## src/rtl/pipeline_ctrl.sv

```systemverilog
// Pipeline sequencing controller: converts hazard, memory-wait and halt requests
// into per-stage stall/flush controls and a branch-redirect strobe.
module pipeline_ctrl #(
    parameter int MEM_TIMEOUT = 200,
    parameter int TO_W        = 8,
    parameter int CNT_W       = 16
) (
    input  logic             clk,
    input  logic             reset,
    input  logic             LoadUseD,
    input  logic             BranchD,
    input  logic             TakenE,
    input  logic             MemReqM,
    input  logic             MemAckM,
    input  logic             HaltD,
    input  logic             Resume,
    output logic             StallF,
    output logic             StallD,
    output logic             StallE,
    output logic             StallM,
    output logic             FlushD,
    output logic             FlushE,
    output logic             FlushW,
    output logic             RedirectE,
    output logic             MemErr,
    output logic             Halted,
    output logic [CNT_W-1:0] StallCycles
);

    typedef enum logic [2:0] {
        RUN,
        BR_WAIT,
        MEM_WAIT,
        HALTED,
        ERROR
    } state_t;

    localparam logic [TO_W-1:0] TIMEOUT = TO_W'(MEM_TIMEOUT);

    state_t            state_q, state_d;
    logic [TO_W-1:0]   to_cnt_q, to_cnt_d;
    logic [CNT_W-1:0]  stall_cnt_q;
    logic              mem_wait;

    // A request without an ack in the same cycle is a multi-cycle access.
    assign mem_wait = MemReqM & ~MemAckM;

    // Outputs are Mealy: decoded from the registered state and the live inputs.
    always_comb begin
        // NOTE: every signal gets a default first so no path leaves it unassigned (no latch).
        state_d   = state_q;
        to_cnt_d  = to_cnt_q;
        StallF    = 1'b0;
        StallD    = 1'b0;
        StallE    = 1'b0;
        StallM    = 1'b0;
        FlushD    = 1'b0;
        FlushE    = 1'b0;
        FlushW    = 1'b0;
        RedirectE = 1'b0;

        case (state_q)
            RUN: begin
                if (mem_wait) begin
                    {StallF, StallD, StallE, StallM, FlushW} = '1;
                    state_d  = MEM_WAIT;
                    to_cnt_d = TO_W'(1);
                end else if (BranchD) begin
                    StallF  = 1'b1;
                    FlushD  = 1'b1;
                    state_d = BR_WAIT;
                end else if (LoadUseD) begin
                    StallF = 1'b1;
                    StallD = 1'b1;
                    FlushE = 1'b1;
                end else if (HaltD) begin
                    StallF  = 1'b1;
                    FlushD  = 1'b1;
                    state_d = HALTED;
                end
            end

            BR_WAIT: begin
                RedirectE = TakenE;
                if (mem_wait) begin
                    {StallF, StallD, StallE, StallM, FlushW} = '1;
                    state_d  = MEM_WAIT;
                    to_cnt_d = TO_W'(1);
                end else begin
                    state_d = RUN;
                end
            end

            MEM_WAIT: begin
                if (MemAckM) begin
                    state_d  = RUN;
                    to_cnt_d = '0;
                end else begin
                    {StallF, StallD, StallE, StallM, FlushW} = '1;
                    if (to_cnt_q >= TIMEOUT) begin
                        state_d = ERROR;
                    end else begin
                        to_cnt_d = to_cnt_q + TO_W'(1);
                    end
                end
            end

            HALTED: begin
                if (Resume) begin
                    state_d = RUN;
                end else begin
                    StallF = 1'b1;
                    StallD = 1'b1;
                    FlushE = 1'b1;
                end
            end

            ERROR: begin
                {StallF, StallD, StallE, StallM, FlushW} = '1;
            end

            default: state_d = RUN;
        endcase
    end

    always_ff @(posedge clk or posedge reset) begin
        if (reset) begin
            state_q     <= RUN;
            to_cnt_q    <= '0;
            stall_cnt_q <= '0;
        end else begin
            state_q  <= state_d;
            to_cnt_q <= to_cnt_d;
            if (StallF && (stall_cnt_q != '1)) begin
                stall_cnt_q <= stall_cnt_q + CNT_W'(1);
            end
        end
    end

    // ERROR is left only through reset, which makes the error flag sticky.
    assign MemErr      = (state_q == ERROR);
    assign Halted      = (state_q == HALTED);
    assign StallCycles = stall_cnt_q;

endmodule

```

## config.mk

```make
export PLATFORM = sky130hd
export DESIGN_NAME = pipeline_ctrl
export DESIGN_NICKNAME = d
export VERILOG_FILES = /design/src/rtl/pipeline_ctrl.sv
export SDC_FILE = /design/constraint.sdc
export NUM_CORES = 1
export LEC_CHECK = 0
export CORE_UTILIZATION = 34
export DETAILED_ROUTE_END_ITERATION = 10
export PLACE_DENSITY = 0.61
export SYNTH_ARGS = -nofsm -noshare
export SYNTH_HDL_FRONTEND = slang
export SYNTH_SLANG_ARGS = --single-unit
```

## constraint.sdc

```tcl
create_clock -name clk -period 2.2 [get_ports clk]
set_clock_uncertainty 0.1 [all_clocks]
set_input_delay 0.44 -clock clk [delete_from_list [all_inputs] [get_ports clk]]
set_output_delay 0.44 -clock clk [all_outputs]
set_load 0.02 [all_outputs]
```

==> results.py, run 1 <==
metrics = {
    "outcome": {
        "status": "finished, violations left",
        "violations": "design-rule violations",
    },
    "min_path": {
        "hp-class": "flop to flop",
    },
    "clock_tree": {
        "clk-insertion-delay-late_ns": 0.27,
        "clock_path_buffers": 2,
        "path_clk_slew_ns": 0.09,
        "cts_tree": "done",
        "htree_levels": 1,
        "cts.sinks": 27,
        "cts_root_buffer": "clkbuf_8",
        "cts_buffers": 3,
    },
    "timing": {
        "slew_headroom_pct": 77.01,
        "fin_hold_ws_ns": 0.4235,
        "clock.fmax_ghz": 0.4620,
        "fin_setup_tns_ns": 0,
        "rsz0062_at_grt": "true",
        "finalCritPeriodShare_pct": 98.38,
        "tightest_slew_ns": 0.3448,
        "slew_violations": 0,
        "fin_ws_ns": 0.03566,
        "fin_crit_ns": 2.164,
        "hold_viol_final": 0,
        "setup_viol": 0,
    },
    "critical_path": {
        "slowest_stage": "dfrtp_2",
        "arrival_ns": 1.62,
        "cpPeakStageDelay_ns": 0.45,
        "path_cells": "buf_6 -> or3_4 -> a21o_1 -> nand2_2 -> buf_6",
        "cp-start-kind": "flop",
        "critPathMaxFanout": 5,
        "cp_top_family": "simple AND/OR/NAND/NOR gates",
        "crit_path_end_kind": "output port",
        "cp.buffers_inverters": 2,
        "path_class": "flop to output port",
        "cp_common_cell": "buf_6",
        "required_ns": 1.66,
    },
    "synthesis": {
        "syn_nets": 179,
        "synth_top_cell_area_share_pct": 41.67,
        "ys_warn_count": 0,
        "ys_top_cells_by_area": "dfrtp_1, xnor2_1, nand4_1",
        "synthDistinctLibCells": 45,
        "netlist_instances": 167,
        "yosysSeqAreaShare_pct": 41.67,
        "synth_seq_cells": 27,
        "syn_area_per_cell_sq_um": 9.710,
        "syn_area_sq_um": 1622,
        "yosys.area.top_type": "dfrtp_1",
    },
    "place": {
        "placed_cells": 274,
        "placed_area_sq_um": 2196,
        "pre_cts_slack_ns": -0.6075,
        "routabilityCongestion": 0.7941,
        "port_buffers": 34,
        "hpwl_mm": 2.729,
    },
    "routing": {
        "wire_per_inst_microns": 12.88,
        "first_pass_iters": 7,
        "vias_per_cell": 5.244,
        "drt_iter0_drc": 63,
        "vias": 1484,
        "drt-total-wl_mm": 3.646,
        "drtAntennaViolNets": 0,
        "drc": 1,
    },
    "global_route": {
        "grtUsageTotal_pct": 15.87,
        "overflow": 0,
        "antenna_found_initial": 0,
        "grt_pass1_vias": 1455,
        "grt_pass1_wl_mm": 6.541,
        "grt_max_degree": 28,
    },
    "die": {
        "die_y_microns": 71.06,
        "io_pins": 35,
        "row_count": 24,
        "die_area_sq_um": 5050,
        "die_w_microns": 71.06,
        "start_util_pct": 36.24,
        "core_sq_um": 4474,
    },
    "cells_and_area": {
        "fin_nets": 244,
        "syn_to_final_growth_pct": 40.90,
        "final_layout_size_suffix_gt1_share_pct": 24.68,
        "stdcell_count": 283,
        "fin_area_sq_um": 2285,
        "diodes": 0,
    },
    "power": {
        "ir_drop_mv": 0.6047,
        "power.density_nw_per_um2": 1011,
        "power_leakage_nw": 0.9928,
    },
    "job": {
        "cap_violations": 0,
    },
}
==> worst paths after layout <==
check                      cells past startpoint                          to  slack [ns]                  startpoint
max in group asynchronous                      3      state_q[2]$_DFFE_PP0P_        1.30                       reset
setup reg to reg                               7  StallCycles[1]$_DFFE_PP0P_        0.08      state_q[2]$_DFFE_PP0P_
min in group asynchronous                      3  StallCycles[6]$_DFFE_PP0P_        0.43                       reset
hold / removal                                 1  StallCycles[7]$_DFFE_PP0P_        0.42  StallCycles[7]$_DFFE_PP0P_
setup / recovery                               5                      StallF        0.04      state_q[2]$_DFFE_PP0P_
hold reg to reg                                1  StallCycles[7]$_DFFE_PP0P_        0.42  StallCycles[7]$_DFFE_PP0P_
==> area by class of cell <==
cell class / instances / area [sq um]
flip-flops and latches: 27 / 679.4
inverters: 10 / 37.54
clock buffers: 4 / 45.04
multi-input cells: 123 / 882.1
well taps: 52 / 65.06
repair buffers: 67 / 575.6
fillers: 429 / 2190
==> state kept, by name, indices dropped and copies added (netlist names) <==
register	flops
StallCycles	16
state_q	3
to_cnt_q	8
==> synthesized netlist by cell type <==
master,n
clkbuf_1,1
nor2_1,10
mux2_2,2
ha_1,3
or3_4,1
o41ai_1,1
o311ai_4,1
nand2b_1,4
nor4_1,1
and3_1,4
or3_1,3
dfrtp_1,27
nor2b_1,7
a22o_1,1
nand2_1,9
buf_4,3
a21o_1,2
mux2_1,1
inv_1,10
a21oi_1,7
a21oi_4,1
mux2i_1,1
a41oi_1,1
xor2_1,1
o31ai_1,2
nor3b_2,2
xnor2_1,13
buf_6,2
o2111ai_1,1
o21ai_1,2
a2bb2oi_1,1
a221oi_2,1
and2_1,3
nor4b_1,1
o21ai_0,7
nand4b_1,2
o22a_1,1
a31oi_1,2
nand3_1,6
buf_2,1
o21a_1,1
nor3_1,3
nand4_1,12
and2b_1,1
o41a_1,1
==> per-layer routing <==
metal	GRT usage [%]	up-vias	wire (microns)
li1	-	727	-
met1	21.28	717	1710
met2	27.78	38	1759
met3	1.709	2	163
met4	3.333	0	13
met5	0	-	0
==> what timing repair did <==
action / in CTS / in global routing
setup buffers: 4 / 1
pin swaps: 1 / 3
endpoints found under the setup margin: 10 / 4
gates resized for setup: 39 / 12
hold buffers: 0 / 0
==> cell usage in the layout (no fill, tap or decap), types with 6 or more instances in the layout <==
master and n:
buf_4 31, nand4_1 12, inv_1 10, clkdlybuf4s50_1 21
nand3_1 6, nor2_1 10, dfrtp_1 24, a21oi_1 7
nor2b_1 6, xnor2_1 13, nand2_1 8
==> worst reg2reg max path, cell delays in order (launching register included) <==
cell     delay [ns]
dfrtp_2        0.45
buf_6          0.13
or3_4          0.39
a21o_1         0.19
buf_4          0.14
a21oi_4        0.13
buf_12         0.15
mux2_2         0.33
==> stage by stage <==
stage | utilization, % | power (W)
3_3_place_gp | 49.08 | 0.002020
6_report | 51.06 | 0.002309
2_1_floorplan | - | 0.001479
4_1_cts | 50.06 | 0.002284
5_1_grt | 51.06 | 0.002493
3_5_place_dp | 49.08 | 0.002028
==> where the power goes <==
part / leakage [nW] / switching (W) / internal (W)
clock: 0.0228 / 0.000146 / 0.000129
sequential: 0.353 / 0.000153 / 0.000604
combinational: 0.617 / 0.000629 / 0.000648
==> cells by family after synthesis <==
kind of cell	synth area share [%]
buf+inv	5.632
fa+ha+maj	2.315
compound gates	15.51
simple gates	24.61
mux	2.700
xor+xnor	7.562
flops	41.67
Note: power is estimated with default switching activity, not from simulation.
==> run 2: changes to the inputs <==
- ABC_AREA: not set -> 1
- PLACE_DENSITY: 0.61 -> 0.62
- clock period: 2.2 -> 1.8 ns (I/O delays scaled with it)
==> run 2 against run 1 <==
Against the previous run: the run ends with negative setup slack left; total power down 55%; global-route usage up 2.3 points; combinational power fell by 95%; die area is 15% higher; core utilization up 0.60 points; synthesized cell count up 68%; highest routed layer unchanged; clock power increased by 37%; critical path depth up 3; count of clock-buffer cells in the layout decreased by 1; final area up 18%; register-to-register slack better by 0.02 ns; first-iteration DRC count rose by 71%.
==> results.py, run 2 <==
metrics = {
    "routing": {
        "drt_iter0_drc": 108,
        "vias": 1958,
        "drc": 0,
        "wire_per_inst_microns": 11.88,
        "drtAntennaViolNets": 0,
        "drt-total-wl_mm": 4.978,
        "vias_per_cell": 4.673,
        "first_pass_iters": 4,
    },
    "critical_path": {
        "endpoint": "FlushD",
        "cp-start-kind": "flop",
        "path_class": "flop to output port",
        "ff2ff_setup_slack_ns": 0.10,
        "critPathMaxFanout": 4,
        "required_ns": 1.34,
        "arrival_ns": 1.57,
        "r2r_end": "StallCycles[11]$_DFFE_PP0P_",
        "r2r_cells": 10,
        "crit_start": "state_q[2]$_DFFE_PP0P_",
        "crit_path_end_kind": "output port",
        "r2r-start": "state_q[2]$_DFFE_PP0P_",
    },
    "clock_tree": {
        "path_clk_slew_ns": 0.11,
        "htree_levels": 1,
        "cts_tree": "done",
        "cts.sinks": 27,
        "cts_root_buffer": "clkbuf_8",
        "clock_path_buffers": 2,
        "cts_buffers": 3,
        "clk-insertion-delay-late_ns": 0.28,
    },
    "global_route": {
        "use_met3_pct": 2.994,
        "overflow": 0,
        "grt_pass1_vias": 2019,
        "grtUsageMet1_pct": 21.76,
        "antenna_found_initial": 0,
        "use_met2_pct": 33.82,
        "grt_pass1_wl_mm": 8.721,
        "grtUsageTotal_pct": 18.12,
        "grt_max_degree": 28,
        "busiest_layer": "met2",
    },
    "outcome": {
        "status": "finished, violations left",
        "violations": "negative setup slack",
    },
    "place": {
        "placed_area_sq_um": 2524,
        "port_buffers": 34,
        "pre_cts_slack_ns": -0.6905,
        "hpwl_mm": 3.595,
        "routabilityCongestion": 0.8460,
    },
    "timing": {
        "clock.fmax_ghz": 0.4924,
        "hold_viol_final": 0,
        "tightest_slew_ns": 0.3646,
        "fin_setup_tns_ns": -0.6920,
        "setup_viol": 7,
        "fin_crit_ns": 2.031,
        "rsz0062_at_grt": "true",
        "fin_ws_ns": -0.2311,
        "slew_headroom_pct": 75.69,
        "finalCritPeriodShare_pct": 112.8,
        "slew_violations": 0,
    },
    "synthesis": {
        "syn_area_per_cell_sq_um": 6.685,
        "synth_top_cell_area_share_pct": 36.10,
        "synth_most_common_cell": "nand2_1",
        "synth_seq_cells": 27,
        "synthDistinctLibCells": 26,
        "syn_area_sq_um": 1872,
        "synth_commonest_cells": "nand2_1, nand3_1, inv_1",
        "async_flop_share_pct": 100.0,
        "yosys.area.top_type": "dfrtp_1",
        "yosysSeqAreaShare_pct": 36.10,
        "ys.flop_type": "dfrtp_1",
        "netlist_instances": 280,
        "ys_warn_count": 0,
        "syn_nets": 292,
        "synth_edf_count": 0,
        "ys_top_cells_by_area": "dfrtp_1, nand2_1, nand3_1",
    },
    "power": {
        "power_leakage_nw": 1.332,
        "power.density_nw_per_um2": 388.2,
        "ir_drop_mv": 0.2985,
    },
    "cells_and_area": {
        "fin_nets": 362,
        "fin_area_sq_um": 2689,
        "largest_register_ffs": 16,
        "final_layout_size_suffix_gt1_share_pct": 24.36,
        "final_cell_mix": "nand2_1, buf_4, nand3_1",
        "final_common_cell": "nand2_1",
        "postLayoutCoreUtil_pct": 51.66,
        "diodes": 0,
        "syn_to_final_growth_pct": 43.65,
    },
    "die": {
        "core_sq_um": 5205,
        "io_pins": 35,
        "start_util_pct": 35.96,
        "die_area_sq_um": 5806,
        "die_w_microns": 76.20,
        "die_y_microns": 76.20,
        "row_count": 26,
    },
    "job": {
        "cap_violations": 0,
    },
    "min_path": {
        "hp-class": "primary input to async pin",
    },
}
run 2: stage by stage:
step,std cells,total power [W],hold slack [ns]
after floorplan,280,0.0006403,0.3127
after global placement,412,0.0006764,0.4275
after detailed placement,412,0.0006765,0.4343
after CTS,416,0.001070,0.3368
after global routing,419,0.001089,0.3760
final,419,0.001044,0.3246
run 2: critical path: stages (launching register included):
cell and delay (ns):
dfrtp_2 0.48, nor2_4 0.13, nand2_2 0.07, buf_4 0.14
nor3_2 0.11, nor2_1 0.09, nand2_1 0.09, nor2_2 0.05
buf_6 0.12
run 2: what timing repair did:
| action | 4_1_cts | 5_1_grt |
|---|---|---|
| hold buffers | 0 | 0 |
| setup endpoints to repair | 39 | 30 |
| cloned | 0 | 0 |
| buffers inserted | 0 | 3 |
| endpoints found under the hold margin | 0 | 0 |
| gates resized for setup | 71 | 34 |
| pin swaps | 3 | 14 |
run 2: cell type report:
cell class | count | area, sq um
fill | 525 | 2516
multi-input combinational | 217 | 1131
sequential | 27 | 679.4
timing repair buffer | 71 | 629.4
inverter | 30 | 112.6
tap | 70 | 87.58
clock buffer | 3 | 41.29
clock inverter | 1 | 7.507
run 2: cell families after synthesis:
group                      after synthesis  share of synthesized area (%)
DFF                                     27                          36.10
xor gates and xnor gates                 9                          4.211
adders and majority gates                3                          2.006
and+or+nand+nor                        189                          44.92
AOI/OAI and AO/OA                       16                          4.412
buffers and inverters                   36                          8.355
run 2: layer usage:
layer / wire length (microns) / vias up / part of all wire (%)
met2: 2477 / 33 / 50
met3: 169 / 4 / 3.4
li1: - / 1025 / -
met5: 0 / - / 0
met1: 2306 / 896 / 46
met4: 23 / 0 / 0.46
run 2: how the worst min path moves through the flow:
| stage | startpoint | end | depth (start not counted) |
|---|---|---|---|
| 2_1_floorplan | reset | StallCycles[0]$_DFFE_PP0P_ | 1 |
| 3_3_place_gp | state_q[1]$_DFFE_PP0P_ | state_q[1]$_DFFE_PP0P_ | 2 |
| 3_5_place_dp | state_q[1]$_DFFE_PP0P_ | state_q[1]$_DFFE_PP0P_ | 2 |
| 4_1_cts | reset | StallCycles[1]$_DFFE_PP0P_ | 3 |
| 5_1_grt | reset | StallCycles[1]$_DFFE_PP0P_ | 3 |
| 6_report | reset | to_cnt_q[2]$_DFFE_PP0P_ | 3 |
run 2: power by group:
group / total [W] / switching, W / internal (W) / leakage [nW]
Combinational: 0.0000581 / 0.0000307 / 0.0000274 / 0.959
Clock: 0.000378 / 0.000220 / 0.000158 / 0.0217
Sequential: 0.000608 / 0.000000639 / 0.000607 / 0.352
